<file path="src/rtl/lcd_pkg.sv">
// Shared definitions for the HD44780 8-bit read and write engines:
// FSM state encoding, default LCD timing in fabric cycles, and RS encodings.
package lcd_pkg;

  typedef enum logic [2:0] {
    IDLE,
    SETUP,
    PULSE,
    HOLD,
    GAP,
    EVAL
  } lcd_state_t;

  // Defaults for a 125 MHz fabric clock
  localparam int LCD_AS_CYC    = 8;
  localparam int LCD_PW_CYC    = 60;
  localparam int LCD_HOLD_CYC  = 8;
  localparam int LCD_GAP_CYC   = 64;
  localparam int LCD_MAX_POLLS = 1024;

  localparam logic RS_INSTR = 1'b0;
  localparam logic RS_DATA  = 1'b1;

  function automatic int max_of4(int a, int b, int c, int d);
    int m;
    m = a;
    if (b > m) m = b;
    if (c > m) m = c;
    if (d > m) m = d;
    return m;
  endfunction

endpackage

</file>
<file path="src/rtl/lcd_read_engine_if.sv">
// Host-side request/result handshake of the LCD read engine.
interface lcd_read_if;
  logic       req;
  logic       rs_sel;
  logic       poll;
  logic       ready;
  logic       done;
  logic [7:0] data;
  logic       busy_flag;
  logic [6:0] addr;
  logic       timeout;

  modport master (
    output req, rs_sel, poll,
    input  ready, done, data, busy_flag, addr, timeout
  );

  modport slave (
    input  req, rs_sel, poll,
    output ready, done, data, busy_flag, addr, timeout
  );
endinterface

</file>
<file path="src/rtl/lcd_phase_timer.sv">
// Loadable down-counter; tc is high while the count sits at zero, so a load
// of N-1 on state entry yields a phase exactly N cycles long.
module lcd_phase_timer #(
  parameter int W = 7
) (
  input  logic         clk_i,
  input  logic         rst_i,
  input  logic         load,
  input  logic [W-1:0] load_val,
  output logic         tc
);

  logic [W-1:0] cnt;

  always_ff @(posedge clk_i) begin
    if (rst_i)            cnt <= '0;
    else if (load)        cnt <= load_val;
    else if (cnt != '0)   cnt <= cnt - W'(1);
  end

  assign tc = (cnt == '0);

endmodule

</file>
<file path="src/rtl/lcd_read_engine.sv">
// HD44780 8-bit read-cycle engine: status/address or data read, with optional
// busy-flag polling. All LCD timing is counted in fabric clock cycles.
module lcd_read_engine
  import lcd_pkg::*;
#(
  parameter int AS_CYC    = LCD_AS_CYC,
  parameter int PW_CYC    = LCD_PW_CYC,
  parameter int HOLD_CYC  = LCD_HOLD_CYC,
  parameter int GAP_CYC   = LCD_GAP_CYC,
  parameter int MAX_POLLS = LCD_MAX_POLLS
) (
  input  logic       clk_i,
  input  logic       rst_i,
  lcd_read_if.slave  host,
  output logic       lcd_rs_o,
  output logic       lcd_rw_o,
  output logic       lcd_e_o,
  input  logic [7:0] lcd_db_i
);

  localparam int CNT_W  = $clog2(max_of4(AS_CYC, PW_CYC, HOLD_CYC, GAP_CYC)) + 1;
  localparam int POLL_W = $clog2(MAX_POLLS) + 1;

  localparam logic [CNT_W-1:0]  AS_LD     = CNT_W'(AS_CYC - 1);
  localparam logic [CNT_W-1:0]  PW_LD     = CNT_W'(PW_CYC - 1);
  localparam logic [CNT_W-1:0]  HOLD_LD   = CNT_W'(HOLD_CYC - 1);
  localparam logic [CNT_W-1:0]  GAP_LD    = CNT_W'(GAP_CYC - 1);
  localparam logic [POLL_W-1:0] POLL_LAST = POLL_W'(MAX_POLLS - 1);

  lcd_state_t        state;
  logic              tmr_load;
  logic [CNT_W-1:0]  tmr_val;
  logic              tc;
  logic              poll_q;
  logic              poll_again;
  logic [POLL_W-1:0] poll_cnt;
  logic [7:0]        sample;
  logic              ready_q, done_q, timeout_q, bf_q;
  logic [7:0]        data_q;
  logic [6:0]        addr_q;

  lcd_phase_timer #(.W(CNT_W)) u_timer (
    .clk_i    (clk_i),
    .rst_i    (rst_i),
    .load     (tmr_load),
    .load_val (tmr_val),
    .tc       (tc)
  );

  // poll_cnt < MAX_POLLS-1 is the same test as poll_cnt+1 < MAX_POLLS
  assign poll_again = poll_q && sample[7] && (poll_cnt < POLL_LAST);

  // Reload the phase timer on every entry into a timed state
  always_comb begin
    tmr_load = 1'b0;
    tmr_val  = '0;
    case (state)
      IDLE:  if (host.req)  begin tmr_load = 1'b1; tmr_val = AS_LD;   end
      SETUP: if (tc)        begin tmr_load = 1'b1; tmr_val = PW_LD;   end
      PULSE: if (tc)        begin tmr_load = 1'b1; tmr_val = HOLD_LD; end
      HOLD:  if (tc)        begin tmr_load = 1'b1; tmr_val = GAP_LD;  end
      EVAL:  if (poll_again) begin tmr_load = 1'b1; tmr_val = AS_LD;  end
      default: ;
    endcase
  end

  always_ff @(posedge clk_i) begin
    if (rst_i) begin
      state     <= IDLE;
      ready_q   <= 1'b1;
      done_q    <= 1'b0;
      timeout_q <= 1'b0;
      data_q    <= '0;
      bf_q      <= 1'b0;
      addr_q    <= '0;
      lcd_rs_o  <= RS_INSTR;
      lcd_rw_o  <= 1'b0;
      lcd_e_o   <= 1'b0;
      poll_q    <= 1'b0;
      poll_cnt  <= '0;
    end else begin
      done_q <= 1'b0;
      case (state)
        IDLE: begin
          ready_q  <= 1'b1;
          lcd_rw_o <= 1'b0;
          lcd_e_o  <= 1'b0;
          if (host.req) begin
            lcd_rs_o <= host.rs_sel;
            lcd_rw_o <= 1'b1;
            poll_q   <= host.poll && (host.rs_sel != RS_DATA);
            poll_cnt <= '0;
            ready_q  <= 1'b0;
            state    <= SETUP;
          end
        end
        SETUP: if (tc) begin
          lcd_e_o <= 1'b1;
          state   <= PULSE;
        end
        // The bus has settled well before the last E-high cycle
        PULSE: if (tc) begin
          lcd_e_o <= 1'b0;
          sample  <= lcd_db_i;
          state   <= HOLD;
        end
        HOLD: if (tc) state <= GAP;
        GAP:  if (tc) state <= EVAL;
        EVAL: begin
          if (poll_again) begin
            poll_cnt <= poll_cnt + POLL_W'(1);
            state    <= SETUP;
          end else begin
            data_q <= sample;
            if (lcd_rs_o == RS_INSTR) begin
              bf_q   <= sample[7];
              addr_q <= sample[6:0];
            end
            timeout_q <= poll_q && sample[7];
            done_q    <= 1'b1;
            ready_q   <= 1'b1;
            lcd_rw_o  <= 1'b0;
            state     <= IDLE;
          end
        end
        default: state <= IDLE;
      endcase
    end
  end

  assign host.ready     = ready_q;
  assign host.done      = done_q;
  assign host.data      = data_q;
  assign host.busy_flag = bf_q;
  assign host.addr      = addr_q;
  assign host.timeout   = timeout_q;

endmodule
</file>
<file path="src/flat_wrapper.sv">
// flat-port wrapper written by rule: the top's interface ports become plain ports
module lcd_read_engine_flat import lcd_pkg::*;
#(
  parameter int AS_CYC    = LCD_AS_CYC,
  parameter int PW_CYC    = LCD_PW_CYC,
  parameter int HOLD_CYC  = LCD_HOLD_CYC,
  parameter int GAP_CYC   = LCD_GAP_CYC,
  parameter int MAX_POLLS = LCD_MAX_POLLS
)
  (clk_i, rst_i, lcd_rs_o, lcd_rw_o, lcd_e_o, lcd_db_i, host_req, host_rs_sel, host_poll, host_ready, host_done, host_data, host_busy_flag, host_addr, host_timeout);
  lcd_read_if host_i ();
  input  logic clk_i;
  input  logic rst_i;
  output logic lcd_rs_o;
  output logic lcd_rw_o;
  output logic lcd_e_o;
  input  logic [7:0] lcd_db_i;
  input wire logic [$bits(host_i.req)-1:0] host_req;
  input wire logic [$bits(host_i.rs_sel)-1:0] host_rs_sel;
  input wire logic [$bits(host_i.poll)-1:0] host_poll;
  output wire logic [$bits(host_i.ready)-1:0] host_ready;
  output wire logic [$bits(host_i.done)-1:0] host_done;
  output wire logic [$bits(host_i.data)-1:0] host_data;
  output wire logic [$bits(host_i.busy_flag)-1:0] host_busy_flag;
  output wire logic [$bits(host_i.addr)-1:0] host_addr;
  output wire logic [$bits(host_i.timeout)-1:0] host_timeout;
  assign host_i.req = host_req;
  assign host_i.rs_sel = host_rs_sel;
  assign host_i.poll = host_poll;
  assign host_ready = host_i.ready;
  assign host_done = host_i.done;
  assign host_data = host_i.data;
  assign host_busy_flag = host_i.busy_flag;
  assign host_addr = host_i.addr;
  assign host_timeout = host_i.timeout;
  lcd_read_engine #(.AS_CYC(AS_CYC), .PW_CYC(PW_CYC), .HOLD_CYC(HOLD_CYC), .GAP_CYC(GAP_CYC), .MAX_POLLS(MAX_POLLS)) u_core (.clk_i(clk_i), .rst_i(rst_i), .host(host_i), .lcd_rs_o(lcd_rs_o), .lcd_rw_o(lcd_rw_o), .lcd_e_o(lcd_e_o), .lcd_db_i(lcd_db_i));
endmodule
</file>
<file path="config.mk">
export PLATFORM = sky130hd
export DESIGN_NAME = lcd_read_engine_flat
export DESIGN_NICKNAME = d
export VERILOG_FILES = /design/src/rtl/lcd_pkg.sv /design/src/rtl/lcd_read_engine_if.sv /design/src/rtl/lcd_phase_timer.sv /design/src/rtl/lcd_read_engine.sv /design/src/flat_wrapper.sv
export SDC_FILE = /design/constraint.sdc
export NUM_CORES = 1
export LEC_CHECK = 0
export CORE_MARGIN = 4
export CORE_UTILIZATION = 35
export DETAILED_ROUTE_END_ITERATION = 6
export HOLD_SLACK_MARGIN = 0.02
export PLACE_DENSITY_LB_ADDON = 0.3
export SYNTH_ARGS = -nofsm -noshare
export SYNTH_HDL_FRONTEND = slang
export SYNTH_SLANG_ARGS = --single-unit
</file>
<file path="constraint.sdc">
create_clock -name clk_i -period 3.3 [get_ports clk_i]
set_input_delay 0.99 -clock clk_i [delete_from_list [all_inputs] [get_ports clk_i]]
set_output_delay 0.99 -clock clk_i [all_outputs]
set_load 0.005 [all_outputs]
</file>
* Yosys cells after proc, flatten, opt, wreduce, memory -nomap -nowiden
Cells that the tools add are included.
Word-level totals: output and inout port bits 22, input port bits 13, logic and storage cells 84, register bits 52
Operators by class: equal/unequal tests 12, magnitude comparators 1, bitwise logic cells 5, $add $sub $neg 2, reductions and logical operators 19, muxes and demuxes 31
Operators with widths (count):
- $pmux 7 s5 | 1
- $mux 3 | 8
- $mux 11 | 2
- $pmux 11 s2 | 1
- $pmux 3 s6 | 1
- $mux 7 | 2
- $mux 6 | 2
- $reduce_and 3->1 | 4
- $add 11x1->11 const B | 1
- $lt 11x10->1 const B | 1
- $mux 1 | 10
- $ne 2x1->1 const B | 5
- $logic_not 7->1 | 1
- $reduce_bool 7->1 | 1
- $sub 7x1->7 const B | 1
- $eq 3x2->1 const B | 2
- $eq 3x3->1 const B | 2
- $pmux 1 s3 | 2
- $reduce_and 2->1 | 3
- $not 1->1 | 5
- $reduce_and 5->1 | 1
- $ne 2x2->1 const B | 2
- $pmux 1 s2 | 2
- $reduce_bool 2->1 | 2
- 6 further kinds | 8

* Logic depth before layout (Yosys ltp)
Gate-level depths: netlist (run 1).
depth after elaboration 5, gate-level depth with buffers 8, gate-level depth less buffers 7

* Hierarchy
Synthesis (run 1) repeated with hierarchy kept, for this count alone.
Second synthesis, totals: cell total of the unflattened synthesis 244, area, all modules 2299.7 um^2
Modules (own cells, without submodules):
- lcd_read_engine | area each 1900.6 um^2, sequential area each 980.9 um^2, cells each 197, times used 1
- lcd_phase_timer | area each 399.1 um^2, sequential area each 140.1 um^2, cells each 47, times used 1

* Least setup slack after synthesis (run 1)
Ideal clock, no wire load.
kind reg2reg, start register u_core.u_timer.cnt[0], end register u_core.sample[0], enable pin, period minus slack after synthesis 2.658 ns, path slack 0.642 ns, path buffers 1, library setup time 0.383 ns, data arrival time 2.275 ns, required time 2.917 ns, stages on the path, launching flop included 9, cell sequence dfxtp_1 > inv_1 > ha_1 > or3b_4 > or4_4 > buf_6 > nor2_1 > nand2_1 > nor3_1
On the way: word-level cells in the longest chain between the ends 2
RTL lines:
- from (decl) | RTL line lcd_phase_timer.sv:13 | logic [W-1:0] cnt;
- from (signal assigned) | RTL line lcd_phase_timer.sv:17 | else if (load) cnt <= load_val;
- from (signal assigned) | RTL line lcd_phase_timer.sv:18 | else if (cnt != '0) cnt <= cnt - W'(1);
- $logic_not 7->1 | RTL line lcd_phase_timer.sv:21 | assign tc = (cnt == '0);
- $reduce_and 3->1 (no source line)
- to (signal assigned) | RTL line lcd_read_engine.sv:104 | sample <= lcd_db_i;
- to (decl) | RTL line lcd_read_engine.sv:37 | logic [7:0] sample;
Every way passes these cells. A chain may end at the register's enable or synchronous reset.

* Final worst setup path (run 1)
start input host_req, end register u_core.poll_cnt[8]
On the way: word-level cells in the longest chain between the ends 2
RTL lines:
- from (decl) | RTL line flat_wrapper.sv:18 | input wire logic [$bits(host_i.req)-1:0] host_req;
- $ne 2x2->1 (no source line)
- $reduce_and 3->1 (no source line)
- to (signal assigned) | RTL line lcd_read_engine.sv:111 | poll_cnt <= poll_cnt + POLL_W'(1);
- to (decl) | RTL line lcd_read_engine.sv:36 | logic [POLL_W-1:0] poll_cnt;
Every way passes these cells.

==> results of run 1 <==
layout by cell type (no fill, tap or decap), types with 2 or more instances in the layout:
cell type and count:
sky130_fd_sc_hd__dfxtp_1 44, sky130_fd_sc_hd__nor2_1 34, sky130_fd_sc_hd__clkdlybuf4s50_1 34, sky130_fd_sc_hd__mux2i_1 16, sky130_fd_sc_hd__a21oi_1 16, sky130_fd_sc_hd__nand2_1 14
sky130_fd_sc_hd__nor3_1 9, sky130_fd_sc_hd__edfxtp_1 8, sky130_fd_sc_hd__xnor2_1 7, sky130_fd_sc_hd__inv_1 6, sky130_fd_sc_hd__nand3b_1 5, sky130_fd_sc_hd__o31ai_1 5
sky130_fd_sc_hd__clkbuf_8 5, sky130_fd_sc_hd__nand3_1 4, sky130_fd_sc_hd__nor4_1 3, sky130_fd_sc_hd__o21a_1 3, sky130_fd_sc_hd__o21ai_0 3, sky130_fd_sc_hd__xor2_1 3
sky130_fd_sc_hd__a31oi_1 3, sky130_fd_sc_hd__buf_4 3, sky130_fd_sc_hd__or4_4 2, sky130_fd_sc_hd__and3b_1 2, sky130_fd_sc_hd__o21ai_2 2, sky130_fd_sc_hd__ha_1 2
sky130_fd_sc_hd__inv_6 2
state kept, by name (all words and copies together), names as in the netlist:
name                   count
u_core.poll_cnt           11
u_core.host.data           8
u_core.sample              8
u_core.host.addr           7
u_core.u_timer.cnt         7
u_core.state               3
u_core.host.busy_flag      1
u_core.host.done           1
u_core.host.ready          1
u_core.host.timeout        1
u_core.lcd_e_o             1
u_core.lcd_rs_o            1
u_core.lcd_rw_o            1
u_core.poll_q              1
per-layer routing:
layer	track usage	vias up
met2	0.191	44
met3	0.0494	8
met1	0.165	727
met4	0.0467	0
li1	-	839
met5	0	-
kinds of logic (layout without fill, tap and decap cells):
logic type                 after synthesis  count (layout)  synth area share
DFF                                     52              52             0.519
adders and majority gates                2               2            0.0116
AOI/OAI and AO/OA                       37              37             0.107
xor gates and xnor gates                10              10            0.0406
and+or+nand+nor                         85              85             0.209
buffers and inverters                   16              51            0.0377
muxes                                   16              16            0.0742
metrics by stage:
step | area [sq um] | util | setup WS (ns) | total power, mW
after floorplan | 2160 | - | 0.642 | 1.04
after global placement | 2560 | 0.429 | 0.598 | 1.09
after detailed placement | 2560 | 0.429 | 0.505 | 1.10
after CTS | 2650 | 0.445 | 0.827 | 1.48
after global routing | 2650 | 0.445 | 0.698 | 1.56
final | 2650 | 0.445 | 0.840 | 1.46
worst paths after layout:
path,start,endpoint,slack [ns],depth (start not counted)
max,host_req,u_core.poll_cnt[8],0.84,5
min,u_core.host.timeout,u_core.host.timeout,0.47,2
max reg2reg,u_core.u_timer.cnt[0],u_core.sample[5],0.93,8
min reg2reg,u_core.host.timeout,u_core.host.timeout,0.47,2
power by group through the flow:
stage,clock network (mW),registers [mW],logic (mW)
floorplan,0,0.744,0.292
global placement,0,0.770,0.324
detailed placement,0,0.772,0.327
CTS,0.389,0.757,0.330
global route,0.414,0.767,0.375
finish,0.376,0.757,0.325
cell type report:
| cell class | instances | area share |
|---|---|---|
| clock buffer | 5 | 0.0260 |
| timing repair buffer | 37 | 0.137 |
| multi-input combinational | 150 | 0.361 |
| sequential | 52 | 0.423 |
| tap | 75 | 0.0354 |
| clock inverter | 3 | 0.00991 |
| inverter | 6 | 0.00849 |
worst max-delay path, cell delays in order:
cell and delay, ns:
sky130_fd_sc_hd__clkdlybuf4s50_1 0.49, sky130_fd_sc_hd__nand2_1 0.19, sky130_fd_sc_hd__o21a_1 0.35, sky130_fd_sc_hd__or4_1 0.53, sky130_fd_sc_hd__a21oi_1 0.15
==> out/metrics.csv, run 1 <==
metric,value,unit
status,finished clean,
post-route clock skew,0.0108,ns
Yosys warnings,0,
most frequently used flop master after synthesis,sky130_fd_sc_hd__dfxtp_1,
die outline width,86.5,um
Finished Layout Cells,328,
most frequent cell after synthesis,sky130_fd_sc_hd__dfxtp_1,
share of layout cells above drive strength 1,0.0791,
routed metal-1 wirelength,2.02,mm
hold buffer count at CTS,0,
fillcell total,590,
Critical Path Source Type,primary input,
clock latency on the worst-skew pair,0.31,ns
Vert. Die Dim,86.5,um
final total negative setup slack,0,ns
leakage power figure,1.02,nW
Power Dens Cells,550,nW/um^2
io pins,35,
post-layout minimum cycle time,2.46,ns
net count after synthesis,233,
Commonest cells post-synth,"sky130_fd_sc_hd__dfxtp_1 (44), sky130_fd_sc_hd__nor2_1 (34), sky130_fd_sc_hd__a21oi_1 (16), sky130_fd_sc_hd__mux2i_1 (16), sky130_fd_sc_hd__nand2_1 (14)",
Synth top area share,0.408,
number of buffers on the longest clock path,2,
startpoint-to-endpoint class of the critical path,in2reg,
leading area contributor after synthesis,sky130_fd_sc_hd__dfxtp_1,
wire length reported by the detailed router,4.31,mm
full die area,7490,sq um
cell internal power dissipation,1.01,mW
maximum number of pins on one net before global-route repair,19,
worst endpoint data arrival time,2.69,ns
final antenna diode count,0,
share of synthesized registers carrying an async set or reset,0,
estimated wirelength of the detail-placed design,3.07,mm
initial antenna violation count,0,
unrepaired setup endpoints after global routing,false,
wire length of the first global-routing pass,7.61,mm
type of element capturing the critical path,flip-flop,
switching power,0.450,mW
final max-slew violation count,0,
Avg Synthesized Cell Area,9.90,sq um
tightest slew margin relative to the limit,0.496,
number of maximum-capacitance constraint violations,0,
CTS HTree Levels,2,
number of global-route vias before repair,1633,
switch share,0.308,
sequential cell area,1120,sq um
clock transition at the registers of the reported paths,0.10,ns
maximum net fanout on the critical path,16,
DRC violation total after the first TritonRoute iteration,123,
CTS Root Cell,sky130_fd_sc_hd__clkbuf_8,
kind of path behind the tightest hold check,reg2reg,
number of vias per cell,4.93,
final hold violations,0,
share of the clock period used by the worst path after layout,0.745,
area of the mapped netlist,2160,sq um
register area share after synthesis,0.519,
effective utilization at floorplan,0.362,
final net count,267,
IR Drop Worst-Case VDD,258,uV
placeable core region,5960,sq um
slew of the pin with the lowest slew margin,0.756,ns
routed wl met3,314,um
area overhead of the layout relative to synthesis,22.8,%
number of enable-type register cells in the synthesized netlist,8,
Achievable Freq,0.407,GHz
CTS tree,yes,
count of input and output buffers,34,
drt wl/cell,13.1,um
post-synthesis cell type count,42,
final routed DRC violation total,0,
Row Count,28,
global routing usage summed across all routing layers,0.127,
number of detailed-route iterations in the first pass,4,
synthesized instance count,218,
fraction of power consumed by the clock network,0.258,
placed instance count,320,
Final Hold Slack,0.472,ns
clock buffers created by TritonCTS,5,
combined area of the multi-input logic cells,956,sq um
combinational group share of total power,0.223,
"antenna viol nets, final",0,
"Setup Fix Bufs, Post-CTS",0,
Clock Sinks,52,
wire length on met2,1.91,mm
final setup violating endpoints,0,
Seq cells post-synth,52,
global route total overflow,0,
Required @ worst endpoint,3.53,ns
RD Place Congestion,0.801,
largest cells by area after synthesis,"sky130_fd_sc_hd__dfxtp_1 (41%), sky130_fd_sc_hd__edfxtp_1 (11%), sky130_fd_sc_hd__mux2i_1 (7.4%), sky130_fd_sc_hd__nor2_1 (5.9%), sky130_fd_sc_hd__a21oi_1 (3.7%)",
vias,1618,
number of gates resized after CTS,0,
uppermost routed layer,met4,
proportion of power drawn by flip-flops and latches,0.519,
No activity file was read; power rests on OpenSTA's default activity.
==> run 2: changes to the inputs <==
clock period = 2.6 ns   (was 3.3 ns; I/O delays follow)
==> run 2 against run 1 <==
  * Count of clock-buffer cells in the layout unchanged
  * First-iteration DRC count decreased by 46%
  * Combinational power increased by 41%
  * Worst setup slack got worse by 0.45 ns
  * Sequential share of layout area decreased by 1.0 points
  * Via count decreased by 0.31%
  * Cell count increased by 1.8%
  * Non-clock buffer count increased by 6
  * Core utilization increased by 1.1 points
  * Clock skew decreased by 0.0071 ns
  * Register-to-register slack got worse by 0.54 ns
  * Critical endpoint is now u_core.u_timer.cnt[4]
  * Largest cell class unchanged
  * Highest routed layer unchanged
==> out/metrics.csv, run 2 (same netlist as run 1, synthesis figures left out) <==
metric,value,unit
number of global-route vias before repair,1548,
RD Place Congestion,0.781,
Biggest register,u_core.poll_cnt,
cell internal power dissipation,1.39,mW
leakage power figure,1.05,nW
final net count,273,
placeable core region,5960,sq um
maximum number of pins on one net before global-route repair,21,
finished layout cell area,2720,sq um
final total negative setup slack,0,ns
Achievable Freq,0.453,GHz
share of the clock period used by the worst path after layout,0.848,
worst endpoint data arrival time,2.42,ns
proportion of power drawn by flip-flops and latches,0.485,
"flip-flop count of the largest register, all copies and words added",11,
worst slack at placement,0.385,ns
clock buffers created by TritonCTS,5,
switching power,0.561,mW
maximum net fanout on the critical path,12,
"Setup Fix Bufs, Post-CTS",0,
master of the slowest instance on the critical path,sky130_fd_sc_hd__or4_4,
clock transition at the registers of the reported paths,0.09,ns
slew of the pin with the lowest slew margin,0.740,ns
final hold violations,0,
Clock Sinks,52,
full die area,7490,sq um
area overhead of the layout relative to synthesis,25.9,%
wire length reported by the detailed router,4.30,mm
unrepaired setup endpoints after global routing,false,
hold path startpoint,u_core.host.timeout,
"antenna viol nets, final",0,
"most common cell after layout, fill and taps aside",sky130_fd_sc_hd__dfxtp_1,
hold buffer count at CTS,0,
global routing usage summed across all routing layers,0.120,
Final Hold Slack,0.468,ns
vias,1613,
critical path launch point,u_core.u_timer.cnt[0],
share of layout cells above drive strength 1,0.104,
CTS tree,yes,
drt wl/cell,12.9,um
count of input and output buffers,34,
CTS HTree Levels,2,
status,finished clean,
CTS Root Cell,sky130_fd_sc_hd__clkbuf_8,
DRC violation total after the first TritonRoute iteration,66,
final routed DRC violation total,0,
final antenna diode count,0,
final total power,1.95,mW
io pins,35,
initial antenna violation count,0,
clock latency on the worst-skew pair,0.30,ns
estimated wirelength of the detail-placed design,3.11,mm
type of element capturing the critical path,flip-flop,
Required @ worst endpoint,2.81,ns
IR Drop Worst-Case VDD,402,uV
switch share,0.287,
Worst R2R Start,u_core.u_timer.cnt[0],
final max-slew violation count,0,
final setup violating endpoints,0,
number of buffers on the longest clock path,2,
die outline width,86.5,um
biggest cell delay along the critical path,0.44,ns
number of maximum-capacitance constraint violations,0,
combinational group share of total power,0.235,
Critical Path Source Type,flip-flop,
effective utilization at floorplan,0.362,
kind of path behind the tightest hold check,reg2reg,
wire length of the first global-routing pass,7.25,mm
tightest slew margin relative to the limit,0.507,
fraction of power consumed by the clock network,0.280,
placed instance count,326,
Finished Layout Cells,334,
Row Count,28,
placed cell area,2610,sq um
post-route clock skew,0.00364,ns
Power Dens Cells,719,nW/um^2
most frequent CP cell,sky130_fd_sc_hd__or4_4,
number of detailed-route iterations in the first pass,4,
startpoint-to-endpoint class of the critical path,reg2reg,
number of gates resized after CTS,0,
worst path cell trace,"inv_1, ha_1, or3b_4, or4_4, buf_4, or4_4, o31ai_1",
Post-Route Utilization,0.456,
worst setup margin,0.394,ns
worst reg-to-reg setup slack,0.39,ns
Vert. Die Dim,86.5,um
post-layout minimum cycle time,2.21,ns
global route total overflow,0,
"commonest non-fill, non-tap cells in the layout","sky130_fd_sc_hd__dfxtp_1 (44), sky130_fd_sc_hd__nor2_1 (34), sky130_fd_sc_hd__clkdlybuf4s50_1 (34)",
number of vias per cell,4.83,
## run 2: final timing paths
path	cells past startpoint	to
worst min-delay path	2	u_core.host.timeout
worst max-delay path	7	u_core.u_timer.cnt[4]
worst min register to register	2	u_core.host.timeout
worst max register to register	7	u_core.u_timer.cnt[4]
## run 2: layer usage
| layer | track usage | part of all wire | vias up |
|---|---|---|---|
| li1 | - | - | 842 |
| met1 | 0.149 | 0.46 | 731 |
| met2 | 0.194 | 0.47 | 34 |
| met3 | 0.0475 | 0.063 | 6 |
| met4 | 0.0340 | 0.011 | 0 |
| met5 | 0 | 0 | - |
## run 2: layout make-up
| type | count | area [sq um] |
|---|---|---|
| well taps | 75 | 93.8 |
| inverters | 6 | 22.5 |
| flip-flops and latches | 52 | 1120 |
| multi-input cells | 150 | 961 |
| repair buffers | 43 | 408 |
| clock buffers | 5 | 68.8 |
| fillers | 601 | 3240 |
| clock inverters | 3 | 42.5 |
## run 2: critical path: cells and delay by family, from the launching register on
kind,cells,cell delay [ns]
buffers and inverters,2,0.25
DFF,1,0.34
adders and majority gates,1,0.16
AOI/OAI and AO/OA,1,0.09
and+or+nand+nor,3,1.26
## run 2: power groups by stage
| stage | combinational, mW | clock, mW | sequential [mW] |
|---|---|---|---|
| floorplan | 0.372 | 0 | 0.944 |
| global placement | 0.458 | 0 | 0.966 |
| detailed placement | 0.460 | 0 | 0.965 |
| CTS | 0.463 | 0.568 | 0.947 |
| global route | 0.526 | 0.592 | 0.955 |
| finish | 0.459 | 0.547 | 0.948 |
==> run 3: changes to the inputs <==
clock period = 1.9 ns   (was 2.6 ns; I/O delays follow)
==> run 3 against run 2 <==
  * The run now ends with setup timing left
  * Sequential cell count did not move
  * Die area did not move
  * First-iteration DRC count is 20% higher
  * Critical path type unchanged
  * Highest routed layer unchanged
==> out/metrics.csv, run 3 (same netlist as run 1, synthesis figures left out) <==
metric,value,unit
Finished Layout Cells,353,
maximum number of pins on one net before global-route repair,22,
most frequent CP cell,sky130_fd_sc_hd__or4_4,
final total power,3.06,mW
wire length reported by the detailed router,4.59,mm
count of input and output buffers,34,
drt wl/cell,13.0,um
share of layout cells above drive strength 1,0.209,
Final Hold Slack,0.458,ns
Clock Sinks,52,
placed cell area,2750,sq um
number of vias per cell,4.84,
vias,1708,
status,"finished, violations left",
number of buffers on the longest clock path,2,
"commonest non-fill, non-tap cells in the layout","sky130_fd_sc_hd__dfxtp_1 (43), sky130_fd_sc_hd__clkdlybuf4s50_1 (34), sky130_fd_sc_hd__nor2_1 (32)",
RD Place Congestion,0.764,
CTS tree,yes,
placed instance count,340,
failing checks,setup timing,
final total negative setup slack,-2.87,ns
full die area,7490,sq um
estimated wirelength of the detail-placed design,3.30,mm
post-layout minimum cycle time,2.12,ns
slew of the pin with the lowest slew margin,0.512,ns
finished layout cell area,2970,sq um
global routing usage summed across all routing layers,0.132,
biggest cell delay along the critical path,0.47,ns
Post-Route Utilization,0.499,
clock latency on the worst-skew pair,0.31,ns
tightest slew margin relative to the limit,0.657,
final routed DRC violation total,0,
clock buffers created by TritonCTS,5,
"flip-flop count of the largest register, all copies and words added",11,
Row Count,28,
Achievable Freq,0.473,GHz
"antenna viol nets, final",0,
"most common cell after layout, fill and taps aside",sky130_fd_sc_hd__dfxtp_1,
number of global-route vias before repair,1671,
number of detailed-route iterations in the first pass,4,
area overhead of the layout relative to synthesis,37.7,%
worst endpoint data arrival time,2.34,ns
placeable core region,5960,sq um
startpoint-to-endpoint class of the critical path,reg2reg,
worst reg-to-reg setup slack,-0.22,ns
CTS HTree Levels,2,
share of the clock period used by the worst path after layout,1.11,
clock transition at the registers of the reported paths,0.10,ns
hold buffer count at CTS,0,
IR Drop Worst-Case VDD,596,uV
initial antenna violation count,0,
type of element capturing the critical path,flip-flop,
leakage power figure,1.16,nW
worst slack at placement,-0.224,ns
final setup violating endpoints,17,
global route total overflow,0,
io pins,35,
effective utilization at floorplan,0.362,
Required @ worst endpoint,2.12,ns
unrepaired setup endpoints after global routing,true,
Power Dens Cells,1030,nW/um^2
maximum net fanout on the critical path,4,
Vert. Die Dim,86.5,um
number of maximum-capacitance constraint violations,0,
worst path buffer plus inverter count,2,
final max-slew violation count,0,
kind of path behind the tightest hold check,reg2reg,
final hold violations,0,
master of the slowest instance on the critical path,sky130_fd_sc_hd__or4_4,
worst setup margin,-0.216,ns
Critical Path Source Type,flip-flop,
Biggest register,u_core.poll_cnt,
CTS Root Cell,sky130_fd_sc_hd__clkbuf_8,
DRC violation total after the first TritonRoute iteration,79,
post-route clock skew,0.00870,ns
worst path cell trace,"inv_2, ha_4, or3b_4, or4_4, buf_8, or4_4, o31ai_1",
category of cells accounting for the largest share of critical-path delay,simple AND/OR/NAND/NOR gates,
wire length of the first global-routing pass,7.93,mm
final antenna diode count,0,
final net count,292,
die outline width,86.5,um
run 3: repair_timing:
| item | CTS | global route |
|---|---|---|
| buffers inserted | 5 | 0 |
| pin swaps | 5 | 4 |
| setup endpoints to repair | 17 | 27 |
| resized for setup | 11 | 8 |
run 3: routing by layer:
layer  share of wire  global-route usage
met3           0.068              0.0494
met5               0                   0
met2            0.45               0.215
met1            0.47               0.162
met4           0.012              0.0425
run 3: final timing paths:
check | start | end | cells after the start
setup / recovery | u_core.u_timer.cnt[0] | u_core.u_timer.cnt[3] | 7
hold / removal | u_core.host.timeout | u_core.host.timeout | 2
setup reg to reg | u_core.u_timer.cnt[0] | u_core.u_timer.cnt[3] | 7
hold reg to reg | u_core.host.timeout | u_core.host.timeout | 2
run 3: worst register-to-register path, cell delays in order (launching register included):
cell and delay (ns):
sky130_fd_sc_hd__dfxtp_2 0.33, sky130_fd_sc_hd__inv_2 0.06, sky130_fd_sc_hd__ha_4 0.12, sky130_fd_sc_hd__or3b_4 0.37, sky130_fd_sc_hd__or4_4 0.47, sky130_fd_sc_hd__buf_8 0.16, sky130_fd_sc_hd__or4_4 0.45, sky130_fd_sc_hd__o31ai_1 0.08
run 3: report_power, final:
part	internal, mW	switching [mW]
registers	1.21	0.0755
clock network	0.265	0.376
logic	0.606	0.535
total	2.08	0.987
run 3: cell type report:
type	count	area, sq um
clock inverters	3	21.3
repair buffers	62	582
clock buffers	5	68.8
inverters	6	22.5
flip-flops and latches	52	1120
well taps	75	93.8
fillers	565	2980
multi-input cells	150	1060
